$ cat src/rtl/pc_pkg.sv
// Shared types and default constants for the fetch-stage program-counter unit.
package pc_pkg;

    typedef enum logic [1:0] {
        BOOT,
        RUN,
        HALT
    } pc_state_e;

    typedef enum logic [2:0] {
        NONE,
        TRAP,
        BRANCH,
        RET,
        SEQ
    } redirect_e;

    localparam int unsigned DEFAULT_XLEN         = 32;
    localparam logic [31:0] DEFAULT_RESET_VECTOR = 32'h0000_0000;
    localparam logic [31:0] DEFAULT_TRAP_VECTOR  = 32'h0000_0100;
    localparam int unsigned DEFAULT_INSTR_BYTES  = 4;
    localparam int unsigned DEFAULT_RAS_DEPTH    = 4;

endpackage

$ cat src/rtl/pc_unit_if.sv
// Control, redirect and fetch-handshake signals of the program-counter unit.
interface pc_unit_if #(
    parameter int unsigned XLEN = 32
);
    import pc_pkg::*;

    // Handshake: pc is consumed on any cycle with pc_valid & fetch_ready & ~stall;
    // until then pc holds, unless a redirect replaces it (the offered pc then counts as consumed).
    logic            stall;
    logic            fetch_ready;
    logic            branch_taken;
    logic [XLEN-1:0] branch_target;
    logic            call_push;
    logic            ret_pop;
    logic            trap;
    logic            halt;
    logic            resume;

    logic [XLEN-1:0] pc;
    logic            pc_valid;
    logic [XLEN-1:0] epc;
    logic            ras_empty;
    logic            ras_full;
    logic            ras_underflow;
    logic            halted;
    pc_state_e       state;

    modport master (
        output stall, fetch_ready, branch_taken, branch_target, call_push,
               ret_pop, trap, halt, resume,
        input  pc, pc_valid, epc, ras_empty, ras_full, ras_underflow, halted, state
    );

    modport slave (
        input  stall, fetch_ready, branch_taken, branch_target, call_push,
               ret_pop, trap, halt, resume,
        output pc, pc_valid, epc, ras_empty, ras_full, ras_underflow, halted, state
    );

endinterface

$ cat src/rtl/ras_stack.sv
// Circular return-address stack: push overwrites the oldest entry when full.
module ras_stack #(
    parameter int unsigned DEPTH = 4,
    parameter int unsigned WIDTH = 32
) (
    input  logic             clk,
    input  logic             rst,
    input  logic             push,
    input  logic             pop,
    input  logic             flush,
    input  logic [WIDTH-1:0] push_data,
    output logic [WIDTH-1:0] top,
    output logic             empty,
    output logic             full
);

    localparam int unsigned PW = $clog2(DEPTH);
    localparam int unsigned CW = PW + 1;

    logic [WIDTH-1:0] mem [DEPTH];
    logic [PW-1:0]    wp;
    logic [PW-1:0]    rd_idx;
    logic [CW-1:0]    count;

    assign rd_idx = wp - PW'(1);
    assign top    = mem[rd_idx];
    assign empty  = (count == '0);
    assign full   = (count == CW'(DEPTH));

    // Flush beats push beats pop; the pc unit never asks for push and pop together.
    always_ff @(posedge clk or posedge rst) begin
        if (rst) begin
            wp    <= '0;
            count <= '0;
        end else if (flush) begin
            wp    <= '0;
            count <= '0;
        end else if (push) begin
            wp <= wp + PW'(1);
            if (!full) begin
                count <= count + CW'(1);
            end
        end else if (pop && !empty) begin
            wp    <= rd_idx;
            count <= count - CW'(1);
        end
    end

    // Entries are only read while count is non-zero, so the array needs no reset.
    always_ff @(posedge clk) begin
        if (push && !flush) begin
            mem[wp] <= push_data;
        end
    end

endmodule

$ cat src/rtl/pc_unit.sv
// Program-counter unit: boot/run/halt control, prioritised redirects, call/return stack.
module pc_unit
    import pc_pkg::*;
#(
    parameter int unsigned     XLEN         = DEFAULT_XLEN,
    parameter logic [XLEN-1:0] RESET_VECTOR = XLEN'(DEFAULT_RESET_VECTOR),
    parameter logic [XLEN-1:0] TRAP_VECTOR  = XLEN'(DEFAULT_TRAP_VECTOR),
    parameter int unsigned     INSTR_BYTES  = DEFAULT_INSTR_BYTES,
    parameter int unsigned     RAS_DEPTH    = DEFAULT_RAS_DEPTH
) (
    input  logic       clk,
    input  logic       rst,
    pc_unit_if.slave   bus
);

    localparam logic [XLEN-1:0] STEP       = XLEN'(INSTR_BYTES);
    localparam logic [XLEN-1:0] ALIGN_MASK = ~(XLEN'(INSTR_BYTES - 1));

    pc_state_e       state;
    redirect_e       kind;
    logic [XLEN-1:0] pc_q;
    logic [XLEN-1:0] epc_q;
    logic [XLEN-1:0] pc_seq;
    logic [XLEN-1:0] ras_top;
    logic            pc_valid_q;
    logic            halted_q;
    logic            underflow_q;
    logic            fire;
    logic            ras_push;
    logic            ras_pop;
    logic            ras_flush;
    logic            ras_empty;
    logic            ras_full;

    assign pc_seq = pc_q + STEP;
    assign fire   = pc_valid_q & bus.fetch_ready & ~bus.stall;

    // Decode the single action that wins this cycle; halt is left as NONE.
    always_comb begin
        kind      = NONE;
        ras_push  = 1'b0;
        ras_pop   = 1'b0;
        ras_flush = 1'b0;
        case (state)
            RUN: begin
                if (bus.trap) begin
                    kind      = TRAP;
                    ras_flush = 1'b1;
                end else if (bus.branch_taken) begin
                    kind     = BRANCH;
                    ras_push = bus.call_push;
                end else if (bus.ret_pop) begin
                    kind    = RET;
                    ras_pop = ~ras_empty;
                end else if (!bus.halt && fire) begin
                    kind = SEQ;
                end
            end
            HALT: begin
                if (bus.trap) begin
                    kind      = TRAP;
                    ras_flush = 1'b1;
                end
            end
            default: ;
        endcase
    end

    always_ff @(posedge clk or posedge rst) begin
        if (rst) begin
            state       <= BOOT;
            pc_q        <= RESET_VECTOR;
            epc_q       <= '0;
            pc_valid_q  <= 1'b0;
            halted_q    <= 1'b0;
            underflow_q <= 1'b0;
        end else begin
            underflow_q <= 1'b0;
            case (kind)
                TRAP: begin
                    pc_q  <= TRAP_VECTOR;
                    epc_q <= pc_q;
                end
                BRANCH: pc_q <= bus.branch_target & ALIGN_MASK;
                RET: begin
                    pc_q        <= ras_empty ? pc_seq : ras_top;
                    underflow_q <= ras_empty;
                end
                SEQ:     pc_q <= pc_seq;
                default: ;
            endcase

            case (state)
                BOOT: begin
                    state      <= RUN;
                    pc_valid_q <= 1'b1;
                end
                RUN: begin
                    if (kind == NONE && bus.halt) begin
                        state      <= HALT;
                        pc_valid_q <= 1'b0;
                        halted_q   <= 1'b1;
                    end
                end
                HALT: begin
                    if (bus.trap || bus.resume) begin
                        state      <= RUN;
                        pc_valid_q <= 1'b1;
                        halted_q   <= 1'b0;
                    end
                end
                default: begin
                    state      <= BOOT;
                    pc_valid_q <= 1'b0;
                    halted_q   <= 1'b0;
                end
            endcase
        end
    end

    ras_stack #(
        .DEPTH (RAS_DEPTH),
        .WIDTH (XLEN)
    ) u_ras (
        .clk       (clk),
        .rst       (rst),
        .push      (ras_push),
        .pop       (ras_pop),
        .flush     (ras_flush),
        .push_data (pc_seq),
        .top       (ras_top),
        .empty     (ras_empty),
        .full      (ras_full)
    );

    assign bus.pc            = pc_q;
    assign bus.pc_valid      = pc_valid_q;
    assign bus.epc           = epc_q;
    assign bus.ras_empty     = ras_empty;
    assign bus.ras_full      = ras_full;
    assign bus.ras_underflow = underflow_q;
    assign bus.halted        = halted_q;
    assign bus.state         = state;

endmodule

$ cat src/flat_wrapper.sv
// flat-port wrapper written by rule: the top's interface ports become plain ports
module pc_unit_flat import pc_pkg::*;
#(
    parameter int unsigned     XLEN         = DEFAULT_XLEN,
    parameter logic [XLEN-1:0] RESET_VECTOR = XLEN'(DEFAULT_RESET_VECTOR),
    parameter logic [XLEN-1:0] TRAP_VECTOR  = XLEN'(DEFAULT_TRAP_VECTOR),
    parameter int unsigned     INSTR_BYTES  = DEFAULT_INSTR_BYTES,
    parameter int unsigned     RAS_DEPTH    = DEFAULT_RAS_DEPTH
)
  (clk, rst, bus_stall, bus_fetch_ready, bus_branch_taken, bus_branch_target, bus_call_push, bus_ret_pop, bus_trap, bus_halt, bus_resume, bus_pc, bus_pc_valid, bus_epc, bus_ras_empty, bus_ras_full, bus_ras_underflow, bus_halted, bus_state);
  pc_unit_if #(.XLEN(XLEN)) bus_i ();
  input  logic clk;
  input  logic rst;
  input wire logic [$bits(bus_i.stall)-1:0] bus_stall;
  input wire logic [$bits(bus_i.fetch_ready)-1:0] bus_fetch_ready;
  input wire logic [$bits(bus_i.branch_taken)-1:0] bus_branch_taken;
  input wire logic [$bits(bus_i.branch_target)-1:0] bus_branch_target;
  input wire logic [$bits(bus_i.call_push)-1:0] bus_call_push;
  input wire logic [$bits(bus_i.ret_pop)-1:0] bus_ret_pop;
  input wire logic [$bits(bus_i.trap)-1:0] bus_trap;
  input wire logic [$bits(bus_i.halt)-1:0] bus_halt;
  input wire logic [$bits(bus_i.resume)-1:0] bus_resume;
  output wire logic [$bits(bus_i.pc)-1:0] bus_pc;
  output wire logic [$bits(bus_i.pc_valid)-1:0] bus_pc_valid;
  output wire logic [$bits(bus_i.epc)-1:0] bus_epc;
  output wire logic [$bits(bus_i.ras_empty)-1:0] bus_ras_empty;
  output wire logic [$bits(bus_i.ras_full)-1:0] bus_ras_full;
  output wire logic [$bits(bus_i.ras_underflow)-1:0] bus_ras_underflow;
  output wire logic [$bits(bus_i.halted)-1:0] bus_halted;
  output wire logic [$bits(bus_i.state)-1:0] bus_state;
  assign bus_i.stall = bus_stall;
  assign bus_i.fetch_ready = bus_fetch_ready;
  assign bus_i.branch_taken = bus_branch_taken;
  assign bus_i.branch_target = bus_branch_target;
  assign bus_i.call_push = bus_call_push;
  assign bus_i.ret_pop = bus_ret_pop;
  assign bus_i.trap = bus_trap;
  assign bus_i.halt = bus_halt;
  assign bus_i.resume = bus_resume;
  assign bus_pc = bus_i.pc;
  assign bus_pc_valid = bus_i.pc_valid;
  assign bus_epc = bus_i.epc;
  assign bus_ras_empty = bus_i.ras_empty;
  assign bus_ras_full = bus_i.ras_full;
  assign bus_ras_underflow = bus_i.ras_underflow;
  assign bus_halted = bus_i.halted;
  assign bus_state = bus_i.state;
  pc_unit #(.XLEN(XLEN), .RESET_VECTOR(RESET_VECTOR), .TRAP_VECTOR(TRAP_VECTOR), .INSTR_BYTES(INSTR_BYTES), .RAS_DEPTH(RAS_DEPTH)) u_core (.clk(clk), .rst(rst), .bus(bus_i));
endmodule
$ cat config.mk
export PLATFORM = sky130hd
export DESIGN_NAME = pc_unit_flat
export DESIGN_NICKNAME = d
export VERILOG_FILES = /design/src/rtl/pc_pkg.sv /design/src/rtl/pc_unit_if.sv /design/src/rtl/ras_stack.sv /design/src/rtl/pc_unit.sv /design/src/flat_wrapper.sv
export SDC_FILE = /design/constraint.sdc
export NUM_CORES = 1
export LEC_CHECK = 0
export CAP_MARGIN = 5
export CELL_PAD_IN_SITES_DETAIL_PLACEMENT = 0
export CELL_PAD_IN_SITES_GLOBAL_PLACEMENT = 1
export CORE_ASPECT_RATIO = 2
export CORE_MARGIN = 2
export CORE_UTILIZATION = 57
export CTS_CLUSTER_DIAMETER = 100
export CTS_CLUSTER_SIZE = 16
export DETAILED_ROUTE_END_ITERATION = 12
export DONT_BUFFER_PORTS = 1
export GPL_TIMING_DRIVEN = 1
export PLACE_DENSITY_LB_ADDON = 0.1
export SYNTH_ARGS = -nofsm -noshare
export SYNTH_HDL_FRONTEND = slang
export SYNTH_HIERARCHICAL = 1
export SYNTH_SLANG_ARGS = --single-unit
export TNS_END_PERCENT = 50
$ cat constraint.sdc
create_clock -name clk -period 7.3 [get_ports clk]
set_input_delay 1.46 -clock clk [delete_from_list [all_inputs] [get_ports clk]]
set_output_delay 1.46 -clock clk [all_outputs]
set_load 0.01 [all_outputs]
==> impl_metrics.toml, run 1 <==
[power]
seqPwrFrac_pct = 50.9
peakVddDrop_v = 0.000248
power.share.combinational_pct = 25.2
p_leak_uw = 0.00351
powerDensity_mw_per_mm2 = 353
finalPower_uw = 3410
p_switching_uw = 1140
power_frac_clock_pct = 23.9
sw_frac_of_total_pct = 33.3
p_int_uw = 2270

[cells_and_area]
final_nets = 657
diodes = 0
stdcell_count = 815
finalInstanceArea_mm2 = 0.00965
drive_gt1_share_pct = 17.6
area_delta_synth_final_pct = 7.00
final_util_pct = 61.8

[logic_synthesis]
synth_area_mm2 = 0.00902
yosysSeqAreaShare_pct = 63.1
synth_top_flop_cell = "edfxtp_1"
yosysUniqueCellTypes = 65
postSynthCellCount = 616
synth_warnings = 6
synth_edf_count = 128
synthArstFlopShare_pct = 36.6
avgSynthCellArea_um2 = 14.6
synth_nets = 669
synth-seq-cells = 202

[setup_path]
max_stage_delay_ns = 0.78
rr_worst_depth = 6
crit_slowest_cell = "and2_1"
end_kind = "flop"
path_cells = "and4b_1 > nor2b_1 > and2_1 > buf_4"
start_kind = "input port"
cp.depth = 4
cp_max_fo = 18
critPathKind = "in -> reg"
cp_data_arrival_time_ns = 3.58
critPathTopFamily = "simple AND/OR/NAND/NOR gates"
worstPathRequired_ns = 7.44
worstPathBufferInverterCount = 1

[clocking]
clkLatencyLatePin_ns = 0.48
cts_max_level = 1
cts_buffer_depth = 3
path_clk_slew_ns = 0.07
cts_tree = "built"
cts.sinks = 202
root_buffer = "clkbuf_16"
cts_hold_buf = 0
numCtsBuffers = 16
ctsResizeCount = 0
cts_setup_buffers = 0

[global_routing]
grt_pass1_vias = 5519
grt_pass1_wl_um = 32100
grt_antenna_before_repair = 0
grt_usage_pct = 25.0
grt-ovfl-total = 0
grt_max_degree = 70

[sta]
slew_viol_final = 0
fin_skew_ns = 0.0153
finalSetupViolCount = 0
fmax_mhz = 290
finalCritPeriodShare_pct = 47.2
tightest_slew_ns = 0.998
final_hold_viol_count = 0
fin_setup_tns_ns = 0
relSlewSlack_pct = 33.5
fin_crit_ns = 3.44
rsz0062_at_grt = "no"

[detailed_routing]
avgViaCountPerCell = 6.49
wirelength_um = 20600
highest_layer = "met4"
drt_pass1_iterations = 5
drc = 0
ant_nets = 0
route.met3.wl_um = 1300
avgRoutedWirePerCell_um = 25.3
vias = 5290
wl_met1_um = 8040
wl_met2_um = 10700
first_iter_violations = 427

[floorplanning]
core_area_mm2 = 0.0156
die_y_um = 182
initial_core_util_pct = 57.8
die_area_mm2 = 0.0169
die_x_um = 93.0
num_io_pins = 113
rows = 65

[place]
routabilityCongestion = 0.751
io_buffers = 0
dp_cells = 787
place_hpwl_um = 12900
postPlaceCellArea_mm2 = 0.00918

[run_status]
status = "finished clean"

[hold_path]
min_path_type = "reg -> reg"
hold_depth = 2

[run]
cap_viol_max_count = 0
==> per-stage QoR <==
| stage | worst slack (ns) | hold slack (ns) |
|---|---|---|
| finish | 3.86 | 0.547 |
| global route | 3.67 | 0.593 |
| CTS | 3.86 | 0.555 |
| detailed placement | 3.38 | 0.539 |
| global placement | 3.41 | 0.531 |
| floorplan | 3.89 | 0.514 |
==> metal layers <==
layer	vias up	track usage, %
met5	-	0
li1	2362	-
met3	37	4.27
met4	0	8.18
met1	2729	32.8
met2	162	42.5
==> tightest hold or removal path: stages (launching register included) <==
cell and delay, ns:
dfrtp_1 0.39, nand2_1 0.06, o21ai_0 0.06
==> worst paths after layout <==
| path | startpoint | slack [ns] | to |
|---|---|---|---|
| max | bus_trap | 3.86 | u_core/u_ras/mem[1][11] |
| min | u_core/bus.epc[20] | 0.55 | u_core/bus.epc[20] |
| max reg2reg | u_core/bus.state[1] | 3.89 | u_core/u_ras/mem[1][11] |
| min reg2reg | u_core/bus.epc[20] | 0.55 | u_core/bus.epc[20] |
| max in group asynchronous | rst | 5.48 | u_core/bus.pc[22] |
| min in group asynchronous | rst | 0.78 | u_core/u_ras/count[2] |
==> cell usage after synthesis (2+ instances only) <==
| master | n | area, um2 |
|---|---|---|
| o21ai_0 | 20 | 100 |
| mux4_2 | 32 | 721 |
| xnor2_1 | 20 | 175 |
| dfrtp_1 | 74 | 1850 |
| and2_1 | 6 | 37.5 |
| o32a_1 | 2 | 20.0 |
| o311ai_0 | 3 | 26.3 |
| clkbuf_1 | 19 | 71.3 |
| or2_2 | 2 | 12.5 |
| ha_1 | 10 | 125 |
| nor2b_1 | 2 | 12.5 |
| o211ai_1 | 12 | 90.1 |
| a211o_1 | 4 | 35.0 |
| a22oi_1 | 15 | 113 |
| edfxtp_1 | 128 | 3840 |
| nor3b_1 | 4 | 30.0 |
| a21oi_1 | 15 | 75.1 |
| and4b_1 | 2 | 20.0 |
| nand3_2 | 2 | 20.0 |
| nor2_1 | 11 | 41.3 |
| nand2_1 | 31 | 116 |
| xor2_1 | 9 | 78.8 |
| a21o_1 | 3 | 22.5 |
| a22o_1 | 7 | 61.3 |
| o21ai_1 | 2 | 10.0 |
| buf_4 | 6 | 45.0 |
| inv_1 | 21 | 78.8 |
| o31a_1 | 3 | 26.3 |
| a222oi_1 | 8 | 80.1 |
| mux2_2 | 27 | 304 |
| nand4_1 | 13 | 81.3 |
| or3_1 | 12 | 75.1 |
| and3_1 | 7 | 43.8 |
| nand2b_1 | 3 | 18.8 |
| a31oi_1 | 2 | 12.5 |
| nor3_1 | 18 | 90.1 |
| buf_2 | 14 | 70.1 |
| nor4_1 | 3 | 18.8 |
| nand3_1 | 18 | 90.1 |
==> cell type report <==
cell class	count	area, um2
clock buffers	27	463
clock inverters	1	8.76
fillers	1216	5960
inverters	21	80.1
multi-input cells	352	3070
flip-flops and latches	202	5700
well taps	201	251
repair buffers	11	82.6
==> power groups by stage <==
stage | clock network, uW | logic [uW] | registers [uW]
2_1_floorplan | 0 | 723 | 1650
3_3_place_gp | 0 | 841 | 1760
3_5_place_dp | 0 | 866 | 1760
6_report | 813 | 859 | 1730
5_1_grt | 875 | 946 | 1770
4_1_cts | 834 | 869 | 1740
==> registers in the layout (all words and copies together) (netlist names) <==
signal and count:
u_core/u_ras/mem 128, u_core/bus.epc 32, u_core/bus.pc 32, u_core/u_ras/count 3
u_core/bus.state 2, u_core/u_ras/wp 2, u_core/bus.halted 1, u_core/bus.pc_valid 1
u_core/bus.ras_underflow 1
==> cells in the final DEF (no fill, tap or decap), types with 8 or more instances in the layout <==
master,n
o211ai_1,12
o21ai_0,20
nand4_1,13
nor2_1,11
mux2_2,27
a22oi_1,15
ha_1,10
xor2_1,9
a222oi_1,8
nand2_1,31
buf_4,11
nor3_1,18
mux4_2,32
clkbuf_16,17
xnor2_1,20
nand3_1,18
inv_1,20
edfxtp_1,128
dfrtp_1,73
or3_1,12
clkbuf_1,10
a21oi_1,15
==> cells by family after synthesis <==
kind of cell / share of synthesized area [%]
simple gates: 9.50
flops: 63.1
mux: 11.5
buf+inv: 3.12
fa+ha+maj: 1.61
compound gates: 8.31
xor+xnor: 2.82
Note: power is estimated with default switching activity, not from simulation.
==> run 2, diff against run 1 <==
--- a/config.mk
+++ b/config.mk
@@ -10,7 +10,7 @@
 export CELL_PAD_IN_SITES_GLOBAL_PLACEMENT = 1
 export CORE_ASPECT_RATIO = 2
 export CORE_MARGIN = 2
-export CORE_UTILIZATION = 57
+export CORE_UTILIZATION = 48
 export CTS_CLUSTER_DIAMETER = 100
 export CTS_CLUSTER_SIZE = 16
 export DETAILED_ROUTE_END_ITERATION = 12
==> constraint.sdc (replaced) <==
create_clock -name clk -period 3 [get_ports clk]
set_input_delay 0.6 -clock clk [delete_from_list [all_inputs] [get_ports clk]]
set_output_delay 0.6 -clock clk [all_outputs]
set_load 0.01 [all_outputs]
==> run 2 against run 1 <==
Against the previous run: total power rose by 150%; non-clock buffer count rose by 24; utilization down 8.8 points; first-iteration DRC count decreased by 32%; sequential cell count is the same; sequential power rose by 140%; clock skew grew 0.017 ns; combinational power rose to 2.6 times the previous value; critical path type is now reg -> reg; largest power group unchanged.
==> impl_metrics.toml, run 2 (synthesized netlist as in run 1, its figures left out) <==
[clocking]
cts_buffer_depth = 3
path_clk_slew_ns = 0.08
numCtsBuffers = 16
clkLatencyLatePin_ns = 0.50
cts_max_level = 1
cts_tree = "built"
cts.sinks = 202
root_buffer = "clkbuf_16"

[setup_path]
end_kind = "flop"
critPathKind = "reg -> reg"
cp_max_fo = 16
worstPathRequired_ns = 3.39
critPathTopFamily = "simple AND/OR/NAND/NOR gates"
start_kind = "flop"
worstPathBufferInverterCount = 2
cp_data_arrival_time_ns = 3.02
path_cells = "inv_1 > ha_1 > and3b_1 > nand2b_1 > or2_1 > buf_4 > or3_1 > o211ai_1"
crit_slowest_cell = "dfrtp_1"
max_stage_delay_ns = 0.47

[floorplanning]
die_x_um = 101
die_area_mm2 = 0.0200
rows = 71
die_y_um = 198
num_io_pins = 113
initial_core_util_pct = 48.4
core_area_mm2 = 0.0187

[global_routing]
grt_pass1_vias = 5998
grt_max_degree = 37
grt_antenna_before_repair = 0
grt-ovfl-total = 0
grt_usage_pct = 23.3
grt_pass1_wl_um = 34700

[sta]
final_hold_viol_count = 0
fin_skew_ns = 0.0320
slew_viol_final = 0
rsz0062_at_grt = "no"
finalCritPeriodShare_pct = 87.4
finalSetupViolCount = 0
tightest_slew_ns = 1.12
fmax_mhz = 381
fin_crit_ns = 2.62
relSlewSlack_pct = 24.5
fin_setup_tns_ns = 0

[detailed_routing]
first_iter_violations = 290
avgViaCountPerCell = 6.39
wirelength_um = 22900
drt_pass1_iterations = 5
ant_nets = 0
vias = 5475
drc = 0
avgRoutedWirePerCell_um = 26.7

[run]
cap_viol_max_count = 0

[place]
routabilityCongestion = 0.769
place_hpwl_um = 14700
dp_cells = 828
io_buffers = 0

[cells_and_area]
regMostFlops = "u_core/u_ras/mem"
area_delta_synth_final_pct = 9.63
fill_cells = 1562
diodes = 0
stdcell_count = 857
largest_reg_flops = 128
multi_input_area_mm2 = 0.00306
regArea_mm2 = 0.00570
final_nets = 681
final_cell_mix = "edfxtp_1 (128), dfrtp_1 (73), mux4_2 (32)"
layout_commonest_cell = "edfxtp_1"
drive_gt1_share_pct = 20.4

[power]
p_leak_uw = 0.00364
peakVddDrop_v = 0.000513
powerDensity_mw_per_mm2 = 850

[hold_path]
min_path_type = "in -> async"

[run_status]
status = "finished clean"
run 2: cell count changes in the layout (fill, tap and decap cells not counted):
cell,change
o211ai_4,-1
dlygate4sd3_1,+1
o211ai_2,+1
and2_1,+1
buf_12,+4
clkbuf_16,-1
buf_4,+19
and2_2,-1
clkinv_8,+1
run 2: path summary, 6_finish.rpt:
check	start	endpoint	slack [ns]	cells past startpoint
worst max-delay path	u_core/bus.state[0]	u_core/bus.pc[19]	0.38	8
worst min-delay path	rst	u_core/bus.epc[24]	0.08	1
worst max register to register	u_core/bus.state[0]	u_core/bus.pc[19]	0.38	8
worst min register to register	u_core/bus.epc[8]	u_core/bus.epc[8]	0.56	2
max in group asynchronous	rst	u_core/bus.epc[17]	2.21	2
min in group clk	bus_branch_target[3]	u_core/bus.pc[3]	0.25	2
run 2: what timing repair did:
action	CTS	global route
hold buffers	1	0
buffers inserted	0	0
hold endpoints to repair	5	0
gates resized for setup	0	0
run 2: report_power, final:
part	switching, uW	total [uW]	leakage, uW	internal (uW)
sequential	675	4210	0.00216	3530
combinational	1230	2210	0.00126	985
clock	971	1990	0.000220	1020
total	2870	8400	0.00364	5530
run 2: area by class of cell:
class                   instances  area share (%)
repair buffers                 35            3.19
flip-flops and latches        202            57.6
multi-input cells             352            30.9
clock inverters                 2           0.253
clock buffers                  26            4.43
inverters                      21           0.810
well taps                     219            2.77
run 2: routing by layer:
| metal | vias up | global-route usage (%) | wire length [um] |
|---|---|---|---|
| met3 | 37 | 3.53 | 1220 |
| li1 | 2402 | - | - |
| met4 | 0 | 7.21 | 517 |
| met1 | 2861 | 26.9 | 8380 |
| met5 | - | 0 | 0 |
| met2 | 175 | 43.6 | 12700 |
run 2: per-stage QoR:
| stage | total power [uW] | hold WS (ns) | setup WS [ns] | utilization, % | cell area [um2] |
|---|---|---|---|---|---|
| 2_1_floorplan | 5780 | 0.379 | 0.301 | - | 9020 |
| 3_3_place_gp | 6400 | 0.418 | 0.425 | 50.5 | 9420 |
| 3_5_place_dp | 6510 | 0.422 | 0.375 | 50.5 | 9420 |
| 4_1_cts | 8500 | 0.0882 | 0.352 | 53.0 | 9890 |
| 5_1_grt | 8820 | 0.119 | 0.171 | 53.0 | 9890 |
| 6_report | 8400 | 0.0754 | 0.377 | 53.0 | 9890 |
==> run 3, diff against run 2 <==
--- a/config.mk
+++ b/config.mk
@@ -17,6 +17,7 @@
 export DONT_BUFFER_PORTS = 1
 export GPL_TIMING_DRIVEN = 1
 export PLACE_DENSITY_LB_ADDON = 0.1
+export SKIP_LAST_GASP = 1
 export SYNTH_ARGS = -nofsm -noshare
 export SYNTH_HDL_FRONTEND = slang
 export SYNTH_HIERARCHICAL = 1
==> results of run 3 <==
Final layout, timing and power as in run 2 (identical DEF).
